<file path="config.mk">
export PLATFORM = sky130hd
export DESIGN_NAME = axi4_wr_mix_scheduler
export DESIGN_NICKNAME = d
export VERILOG_FILES = /design/src/rtl/axi4_mix_pkg.sv /design/src/rtl/axi4_route_fifo.sv /design/src/rtl/axi4_wr_mix_scheduler.sv
export SDC_FILE = /design/constraint.sdc
export NUM_CORES = 1
export LEC_CHECK = 0
export CAP_MARGIN = 20
export CORE_ASPECT_RATIO = 1.4
export CORE_MARGIN = 2
export CORE_UTILIZATION = 40
export CTS_CLUSTER_SIZE = 24
export DETAILED_ROUTE_END_ITERATION = 8
export GPL_TIMING_DRIVEN = 0
export MAX_ROUTING_LAYER = met4
export PLACE_DENSITY = 0.68
export SYNTH_ARGS = -nofsm -noshare
export SYNTH_HDL_FRONTEND = slang
export SYNTH_SLANG_ARGS = --single-unit
</file>
<file path="constraint.sdc">
create_clock -name axi_aclk -period 5.9 [get_ports axi_aclk]
set_input_delay 0.59 -clock axi_aclk [delete_from_list [all_inputs] [get_ports axi_aclk]]
set_output_delay 0.59 -clock axi_aclk [all_outputs]
set_load 0.01 [all_outputs]
</file>
<file path="src/rtl/axi4_mix_pkg.sv">
// Shared definitions for the AXI4 write interconnect control plane and datapath:
// AW FSM states, round-robin pick helper and BID index field placement.
package axi4_mix_pkg;

  typedef enum logic [0:0] {
    IDLE  = 1'b0,
    ISSUE = 1'b1
  } aw_state_e;

  // The slaver index sits at BID[BID_IDX_LSB +: NSIZE]; lower bits carry the slaver's own ID.
  localparam int BID_IDX_LSB = 4;

  // First set bit of valid at or after ptr, wrapping within num ports (num <= 16).
  function automatic logic [3:0] rr_pick(input logic [15:0] valid, input logic [3:0] ptr,
                                         input int num);
    logic [3:0] pick;
    logic       found;
    int         idx;
    pick  = 4'd0;
    found = 1'b0;
    for (int i = 0; i < 16; i++) begin
      idx = (int'(ptr) + i) % num;
      if ((i < num) && !found && valid[idx]) begin
        pick  = 4'(idx);
        found = 1'b1;
      end
    end
    return pick;
  endfunction

endpackage

</file>
<file path="src/rtl/axi4_route_fifo.sv">
// In-order route queue: holds the slaver index of each granted AW burst until
// its W data completes. Head is read combinationally.
module axi4_route_fifo #(
  parameter int WIDTH = 3,
  parameter int DEPTH = 4
) (
  input  logic                     clk,
  input  logic                     rst_n,
  input  logic                     push,
  input  logic [WIDTH-1:0]         push_data,
  input  logic                     pop,
  output logic [WIDTH-1:0]         head,
  output logic [$clog2(DEPTH):0]   count,
  output logic                     full,
  output logic                     empty
);

  localparam int PW = $clog2(DEPTH);
  localparam int CW = PW + 1;

  logic [WIDTH-1:0] mem_r [DEPTH];
  logic [PW-1:0]    wr_ptr_r;
  logic [PW-1:0]    rd_ptr_r;
  logic [CW-1:0]    count_r;
  logic             push_ok_s;
  logic             pop_ok_s;

  assign push_ok_s = push && !full;
  assign pop_ok_s  = pop && !empty;
  assign full      = (count_r == CW'(DEPTH));
  assign empty     = (count_r == {CW{1'b0}});
  assign count     = count_r;
  assign head      = mem_r[rd_ptr_r];

  // Storage, pointers and occupancy; DEPTH is a power of two so pointers wrap naturally.
  always_ff @(posedge clk) begin
    if (!rst_n) begin
      wr_ptr_r <= {PW{1'b0}};
      rd_ptr_r <= {PW{1'b0}};
      count_r  <= {CW{1'b0}};
      for (int i = 0; i < DEPTH; i++) begin
        mem_r[i] <= {WIDTH{1'b0}};
      end
    end else begin
      if (push_ok_s) begin
        mem_r[wr_ptr_r] <= push_data;
        wr_ptr_r        <= wr_ptr_r + PW'(1);
      end
      if (pop_ok_s) begin
        rd_ptr_r <= rd_ptr_r + PW'(1);
      end
      case ({push_ok_s, pop_ok_s})
        2'b10:   count_r <= count_r + CW'(1);
        2'b01:   count_r <= count_r - CW'(1);
        default: count_r <= count_r;
      endcase
    end
  end

endmodule

</file>
<file path="src/rtl/axi4_wr_mix_scheduler.sv">
// Control plane for the NUM-to-1 AXI4 write interconnect: round-robin AW grant,
// in-order W steering from the route queue, and BID-indexed B return.
module axi4_wr_mix_scheduler
  import axi4_mix_pkg::*;
#(
  parameter  int NUM   = 8,
  parameter  int DEPTH = 4,
  localparam int NSIZE = $clog2(NUM)
) (
  input  logic             axi_aclk,
  input  logic             axi_aresetn,
  input  logic [NUM-1:0]   s_aw_valid,
  output logic [NUM-1:0]   s_aw_ready,
  output logic             m_aw_valid,
  input  logic             m_aw_ready,
  output logic [NSIZE-1:0] aw_sel,
  input  logic [NUM-1:0]   s_w_valid,
  output logic [NUM-1:0]   s_w_ready,
  output logic             m_w_valid,
  input  logic             m_w_ready,
  input  logic             m_w_last,
  output logic [NSIZE-1:0] w_sel,
  input  logic             m_b_valid,
  output logic             m_b_ready,
  input  logic [NSIZE-1:0] b_idx,
  output logic [NUM-1:0]   s_b_valid,
  input  logic [NUM-1:0]   s_b_ready,
  output logic             b_err
);

  aw_state_e              state_r;
  aw_state_e              state_nxt;
  logic [NSIZE-1:0]       grant_r;
  logic [NSIZE-1:0]       grant_nxt;
  logic [NSIZE-1:0]       rr_ptr_r;
  logic [NSIZE-1:0]       rr_ptr_nxt;
  logic [3:0]             pick_s;
  logic                   q_push_s;
  logic                   q_pop_s;
  logic [NSIZE-1:0]       q_head_s;
  logic [$clog2(DEPTH):0] q_count_s;
  logic                   q_full_s;
  logic                   q_empty_s;
  logic                   b_idx_ok_s;
  logic                   b_err_r;

  assign pick_s     = rr_pick(16'(s_aw_valid), 4'(rr_ptr_r), NUM);
  assign aw_sel     = grant_r;
  assign q_push_s   = m_aw_valid && m_aw_ready && !q_full_s;
  assign q_pop_s    = m_w_valid && m_w_ready && m_w_last;
  assign b_idx_ok_s = (int'(b_idx) < NUM);
  assign b_err      = b_err_r;

  // AW FSM state, locked grant and round-robin pointer.
  always_ff @(posedge axi_aclk) begin
    if (!axi_aresetn) begin
      state_r  <= IDLE;
      grant_r  <= {NSIZE{1'b0}};
      rr_ptr_r <= {NSIZE{1'b0}};
    end else begin
      state_r  <= state_nxt;
      grant_r  <= grant_nxt;
      rr_ptr_r <= rr_ptr_nxt;
    end
  end

  // AW next-state and handshake steering; the grant stays fixed for the whole ISSUE phase.
  always_comb begin
    state_nxt  = state_r;
    grant_nxt  = grant_r;
    rr_ptr_nxt = rr_ptr_r;
    m_aw_valid = 1'b0;
    s_aw_ready = {NUM{1'b0}};
    case (state_r)
      IDLE: begin
        if ((|s_aw_valid) && (int'(q_count_s) < DEPTH)) begin
          grant_nxt = pick_s[NSIZE-1:0];
          state_nxt = ISSUE;
        end else begin
          state_nxt = IDLE;
        end
      end
      ISSUE: begin
        m_aw_valid          = 1'b1;
        s_aw_ready[grant_r] = m_aw_ready;
        if (m_aw_ready) begin
          rr_ptr_nxt = (int'(grant_r) == NUM - 1) ? {NSIZE{1'b0}} : grant_r + NSIZE'(1);
          state_nxt  = IDLE;
        end else begin
          state_nxt  = ISSUE;
        end
      end
      default: begin
        state_nxt = IDLE;
      end
    endcase
  end

  axi4_route_fifo #(
    .WIDTH (NSIZE),
    .DEPTH (DEPTH)
  ) u_route_fifo (
    .clk       (axi_aclk),
    .rst_n     (axi_aresetn),
    .push      (q_push_s),
    .push_data (grant_r),
    .pop       (q_pop_s),
    .head      (q_head_s),
    .count     (q_count_s),
    .full      (q_full_s),
    .empty     (q_empty_s)
  );

  // W steering from the queue head; an empty queue stalls every slaver.
  always_comb begin
    w_sel     = {NSIZE{1'b0}};
    m_w_valid = 1'b0;
    s_w_ready = {NUM{1'b0}};
    if (!q_empty_s) begin
      w_sel               = q_head_s;
      m_w_valid           = s_w_valid[q_head_s];
      s_w_ready[q_head_s] = m_w_ready;
    end else begin
      w_sel     = {NSIZE{1'b0}};
      m_w_valid = 1'b0;
    end
  end

  // B return by BID index; out-of-range indices are accepted and dropped.
  always_comb begin
    s_b_valid = {NUM{1'b0}};
    m_b_ready = 1'b1;
    if (b_idx_ok_s) begin
      s_b_valid[b_idx] = m_b_valid;
      m_b_ready        = s_b_ready[b_idx];
    end else begin
      m_b_ready = 1'b1;
    end
  end

  // One-cycle flag per sunk B response.
  always_ff @(posedge axi_aclk) begin
    if (!axi_aresetn) begin
      b_err_r <= 1'b0;
    end else begin
      b_err_r <= m_b_valid && !b_idx_ok_s;
    end
  end

endmodule

</file>
==> results.md, run 1 <==
- Initial antenna violation count: 0
- Element type at the critical path end: register
- Initial Util: 0.4085
- Core Rows: 34
- Htree depth: 1
- HPWL after DPL: 5.180 mm
- Layout Skew: 0.006748 ns
- Vias in the first global route: 2298
- Root buf cell: clkbuf_8
- CP bufs+invs: 4
- Async SR Flop Fraction: 0
- Final WS setup: 2.143 ns
- RSZ-0062 raised after global routing: no
- Hold slack: 0.4996 ns
- Worst relative slew slack: 0.5273
- WL/cell: 16.01 um
- Hold Crit Class: register to register
- Ports: 67
- Layout cell share with drive strength beyond 1: 0.1015
- Met3 wire len: 220 um
- Hold Vio Cnt, Final: 0
- DRT Pass-1 Iters: 4
- Cells after synthesis: 256
- Post_cts resized: 0
- Seq/Total Area, Yosys: 0.2720
- Clk buf depth: 2
- Hold_buf cts: 0
- Fmax: 266.2 MHz
- # DRC: 0
- Antenna cell count: 0
- Post-synth top area share: 0.1440
- Crit-path cells: buf_6, clkbuf_1, inv_1, ha_1, buf_6, mux4_1, mux2i_1, o2bb2a_4, nor4_1, a311oi_1, o32ai_1
- Critical Path AT: 3.94 ns
- Critical path launch point type: register
- Number of vias per cell: 5.645
- Chip height: 97.59 um
- Post-Route WL: 6.357 mm
- Avg Inst Size Synth: 9.775 sq um
- Pin count of the biggest net entering global routing: 16
- WL met1: 2.397 mm
- Pleak: 0.001180 uW
- Clock Pin Slew Worst Setup and Hold Paths: 0.09 ns
- DR vias: 2241
- Initial DRC count: 79
- TritonCTS clock tree: built
- CP top delay family: buffers and inverters
- Synth area leaders: edfxtp_1, dfxtp_1, mux4_1, mux4_2, nor2_1
- # setup viols final: 0
- Grt total ovfl: 0
- Crit path time final: 3.757 ns
- Fin Setup TNS: 0 ns
- DRT antenna net count: 0
- Worst reg2reg path depth: 11
- Die span in x: 70.85 um
- Dpl ws: 2.234 ns
- Primary FF master, synth: dfxtp_1
- Period utilization: 0.6367
- Fin nets: 365
- Clk Latency, worst-skew pair: 0.27 ns
- Syn. warnings: 0
- Actual slew at the worst max-slew pin: 0.7058 ns
- P per Cell Area: 165.4 nW/um^2
- CTS Sinks: 28
- Metal2 WL: 3.583 mm
- Total GRT Usage: 0.1984
- Inst Count DP: 392
- Netlist cell types: 53
- Final Core Density: 0.5364
- VDD IR-drop max: 0.0001033 V
- CP max-delay cell: mux4_1
- Syn Std Cell Area: 2502 sq um
- #FFs+latches synth: 28
- First-pass GRT wire length: 10.77 mm
- Max-cap violations: 0
- Port buffer count: 64
- Die ar.: 6913 sq um
- Critical path class: register to register
- Cell Count, Final, Fillers Out: 397
- Uppermost layer routed: met4
- Area grow syn2layout: 31.30%
- Core Region: 6126 sq um
- Hold depth: 2
- Maximum fanout along the worst path: 10
- Pins Over Slew Limit: 0
- Peak per-stage delay on the critical path: 0.56 ns
- Status: finished, final reports clean
- Most used cell, CP: buf_6
- Synth area leader: edfxtp_1
- TritonCTS Buffers: 3
- CP required: 6.08 ns
- Stages on worst setup path: 11
- # Post-CTS Setup Buffers: 0
- EDFF count, synth: 12
- Syn nets: 295
- Routability congestion estimate: 0.9406
==> area by class of cell <==
cell class | instances | area (sq um)
Inverter | 14 | 52.55
Fill cell | 583 | 2840
Buffer | 14 | 73.82
Clock buffer | 4 | 45.04
Tap cell | 72 | 90.09
Sequential cell | 28 | 680.7
Timing Repair Buffer | 65 | 648.1
Multi-Input combinational cell | 200 | 1695
==> registers in the layout (all words and copies together) (netlist names), named ones only <==
name / count
u_route_fifo.mem_r: 12
aw_sel: 3
rr_ptr_r: 3
u_route_fifo.count: 3
u_route_fifo.rd_ptr_r: 2
u_route_fifo.wr_ptr_r: 2
state_r: 1
==> placed cells by master (no fill, tap or decap), types with 2 or more instances in the layout <==
master / Yosys / layout
clkbuf_1: 9 / 10
nor2b_1: 5 / 5
xor2_1: 5 / 5
mux2_2: 4 / 4
edfxtp_1: 12 / 12
nor2_1: 25 / 25
or2_2: 3 / 3
buf_2: 2 / 2
mux2_4: 2 / 2
buf_6: 2 / 2
and2_1: 12 / 12
a21oi_1: 8 / 8
a22o_1: 2 / 2
inv_1: 14 / 14
mux2i_1: 8 / 8
nor3_1: 9 / 9
ha_1: 5 / 5
nand2b_1: 12 / 12
clkbuf_8: 0 / 3
mux4_1: 10 / 10
nand2_1: 17 / 17
nand3_1: 10 / 10
o21a_1: 2 / 2
dfxtp_1: 16 / 16
xnor2_1: 5 / 5
o21ai_0: 7 / 7
a22oi_1: 2 / 2
a31oi_1: 2 / 2
clkdlybuf4s50_1: 0 / 64
mux4_2: 11 / 11
nor3b_1: 3 / 3
nor4_1: 6 / 6
a21boi_0: 4 / 4
==> tightest hold or removal path: cells and delay by family (launching register included) <==
| kind | cells | cell delay (ns) |
|---|---|---|
| flip-flops | 1 | 0.31 |
| multiplexers | 1 | 0.08 |
| AND/OR/NAND/NOR | 1 | 0.05 |
==> routing by layer <==
| layer | GRT usage | up-vias |
|---|---|---|
| met5 | - | - |
| li1 | - | 1097 |
| met2 | 0.3695 | 73 |
| met3 | 0.01037 | 8 |
| met1 | 0.2111 | 1063 |
| met4 | 0.08853 | 0 |
==> worst paths after layout <==
kind | from | end | slack, ns
max | rr_ptr_r[0] | aw_sel[1] | 2.14
max reg2reg | rr_ptr_r[0] | aw_sel[1] | 2.14
min | u_route_fifo.rd_ptr_r[1] | register | 0.50
min reg2reg | u_route_fifo.rd_ptr_r[1] | register | 0.50
==> synth_stat cells, types with 3 or more instances <==
library cell  number
nand2_1           17
nor3b_1            3
mux2i_1            8
o21ai_0            7
dfxtp_1           16
mux4_1            10
a21oi_1            8
and2_1            12
nor3_1             9
clkbuf_1           9
nand2b_1          12
a21boi_0           4
edfxtp_1          12
xnor2_1            5
nand3_1           10
or2_2              3
mux2_2             4
xor2_1             5
nor2b_1            5
mux4_2            11
ha_1               5
nor4_1             6
inv_1             14
nor2_1            25
==> through the flow <==
stage | cell area [sq um] | power (uW)
5_1_grt | 3286 | 572.3
2_1_floorplan | 2502 | 364.4
3_3_place_gp | 3233 | 439.4
6_report | 3286 | 543.4
3_5_place_dp | 3233 | 442.7
4_1_cts | 3278 | 543.6
==> cells by family after synthesis <==
kind of cell | share of synthesized area
compound gates | 0.1155
xor+xnor | 0.03500
fa+ha+maj | 0.03300
buf+inv | 0.05050
flops | 0.2720
mux | 0.2660
other cells | 0.001499
simple gates | 0.2265
==> power breakdown <==
group,switching (uW),internal (uW)
combinational,106,113
clock,55.1,48.3
sequential,9.27,212
total,171,373
Note: power is estimated with default switching activity, not from simulation.
==> run 2, diff against run 1 <==
==> constraint.sdc (replaced) <==
create_clock -name axi_aclk -period 3.6 [get_ports axi_aclk]
set_input_delay 0.36 -clock axi_aclk [delete_from_list [all_inputs] [get_ports axi_aclk]]
set_output_delay 0.36 -clock axi_aclk [all_outputs]
set_load 0.01 [all_outputs]
==> results.md, run 2 (synthesized netlist as in run 1, its figures left out) <==
- Pins Over Slew Limit: 0
- Critical Path AT: 3.53 ns
- Clock Pin Slew Worst Setup and Hold Paths: 0.09 ns
- Pleak: 0.001180 uW
- Hold Crit Class: register to register
- Htree depth: 1
- Number of vias per cell: 5.641
- Fraction of power consumed by the clock network: 0.188
- Met3 wire len: 243 um
- Final-layout fill cell count: 579
- Most common cell after layout, fill and taps aside: clkdlybuf4s50_1
- Critical path class: register to register
- First-pass GRT wire length: 10.71 mm
- Root buf cell: clkbuf_8
- DRT Pass-1 Iters: 4
- CP required: 3.78 ns
- Sw power: 281.5 uW
- Port buffer count: 64
- Worst relative slew slack: 0.5274
- Actual slew at the worst max-slew pin: 0.7056 ns
- Comb pwr share: 0.407
- CTS Sinks: 28
- Die span in x: 70.85 um
- DRT antenna net count: 0
- VDD IR-drop max: 0.0001680 V
- Sequential power share: 0.406
- Area grow syn2layout: 31.85%
- DR vias: 2234
- Grt total ovfl: 0
- Crit path time final: 3.345 ns
- Clk Latency, worst-skew pair: 0.27 ns
- Core Region: 6126 sq um
- Layout cell share with drive strength beyond 1: 0.1049
- Commonest cells after routing, fill and taps aside: clkdlybuf4s50_1, nor2_1, nand2_1
- Total GRT Usage: 0.1971
- TritonCTS clock tree: built
- Clk buf depth: 2
- Ports: 67
- Critical path launch point type: register
- Antenna cell count: 0
- Maximum fanout along the worst path: 10
- WL met1: 2.418 mm
- Initial antenna violation count: 0
- P per Cell Area: 270.8 nW/um^2
- Routability congestion estimate: 0.9406
- Initial Util: 0.4085
- # Post-CTS Setup Buffers: 0
- Metal2 WL: 3.505 mm
- Die ar.: 6913 sq um
- Vias in the first global route: 2285
- Layout Skew: 0.005102 ns
- Element type at the critical path end: register
- Status: finished, final reports clean
- Max FFs per register: 12
- Initial DRC count: 70
- Fmax: 298.9 MHz
- Placed instance area: 3233 sq um
- Sw Ratio: 0.3151
- Pin count of the biggest net entering global routing: 17
- Top reg by flops: u_route_fifo.mem_r
- HPWL after DPL: 5.180 mm
- # DRC: 0
- Uppermost layer routed: met4
- P_int: 611.9 uW
- TritonCTS Buffers: 3
- RSZ-0062 raised after global routing: no
- Period utilization: 0.9293
- Design area: 3299 sq um
- Fin nets: 364
- Chip height: 97.59 um
- # setup viols final: 0
- Fin Setup TNS: 0 ns
- Hold Vio Cnt, Final: 0
- Core Rows: 34
- Max-cap violations: 0
- Post-Route WL: 6.337 mm
- WL/cell: 16.00 um
[run 2: cell count changes in the layout (fill, tap and decap cells not counted), sizes merged]
cell	before	now
buf	5	4
[run 2: final timing paths]
path,start,endpoint,slack [ns],cells after the start
setup / recovery,rr_ptr_r[1],aw_sel[0],0.25,10
hold / removal,u_route_fifo.rd_ptr_r[1],register,0.50,2
setup reg to reg,rr_ptr_r[1],aw_sel[0],0.25,10
hold reg to reg,u_route_fifo.rd_ptr_r[1],register,0.50,2
[run 2: per-stage QoR]
stage | cells | power (uW) | setup slack [ns] | utilization | hold slack, ns
6_report | 396 | 893.5 | 0.2546 | 0.5386 | 0.4996
5_1_grt | 396 | 942.5 | 0.004647 | 0.5386 | 0.5463
3_3_place_gp | 392 | 720.1 | 0.02586 | 0.5278 | 0.4656
4_1_cts | 395 | 890.2 | 0.03957 | 0.5345 | 0.5039
2_1_floorplan | 256 | 597.2 | 0.4525 | - | 0.4489
3_5_place_dp | 392 | 725.5 | -0.06640 | 0.5278 | 0.4920
[run 2: final cells by class]
cell class / count / area, sq um / area share
inverter: 14 / 52.55 / 0.01593
clock buffer: 4 / 45.04 / 0.01365
timing repair buffer: 65 / 648.1 / 0.1964
buffer: 13 / 72.57 / 0.02199
sequential: 28 / 680.7 / 0.2063
multi-input combinational: 200 / 1710 / 0.5184
tap: 72 / 90.09 / 0.02730
[run 2: what timing repair did]
action / in CTS / in global routing
setup endpoints to repair: 1 / 3
gates resized for setup: 0 / 3
hold buffers: 0 / 0
[run 2: critical path, stage by stage, from the launching register on]
cell and delay [ns]:
dfxtp_1 0.49, clkbuf_4 0.30, inv_1 0.09, ha_1 0.34, buf_6 0.17, mux4_1 0.56
mux2i_1 0.25, o2bb2a_4 0.21, or3_4 0.34, o2111a_1 0.26, nor4_1 0.25
[run 2: power by group through the flow]
stage | registers, uW | clock network [uW] | logic, uW
final | 362 | 168 | 363
after global routing | 366 | 178 | 399
after detailed placement | 370 | 0 | 355
after CTS | 363 | 171 | 356
after floorplan | 367 | 0 | 230
after global placement | 370 | 0 | 351
[run 2: layer usage]
layer,vias to the layer above,global-route usage
met1,1048,0.2111
met5,-,-
met4,0,0.08853
li1,1092,-
met2,84,0.3652
met3,10,0.01037
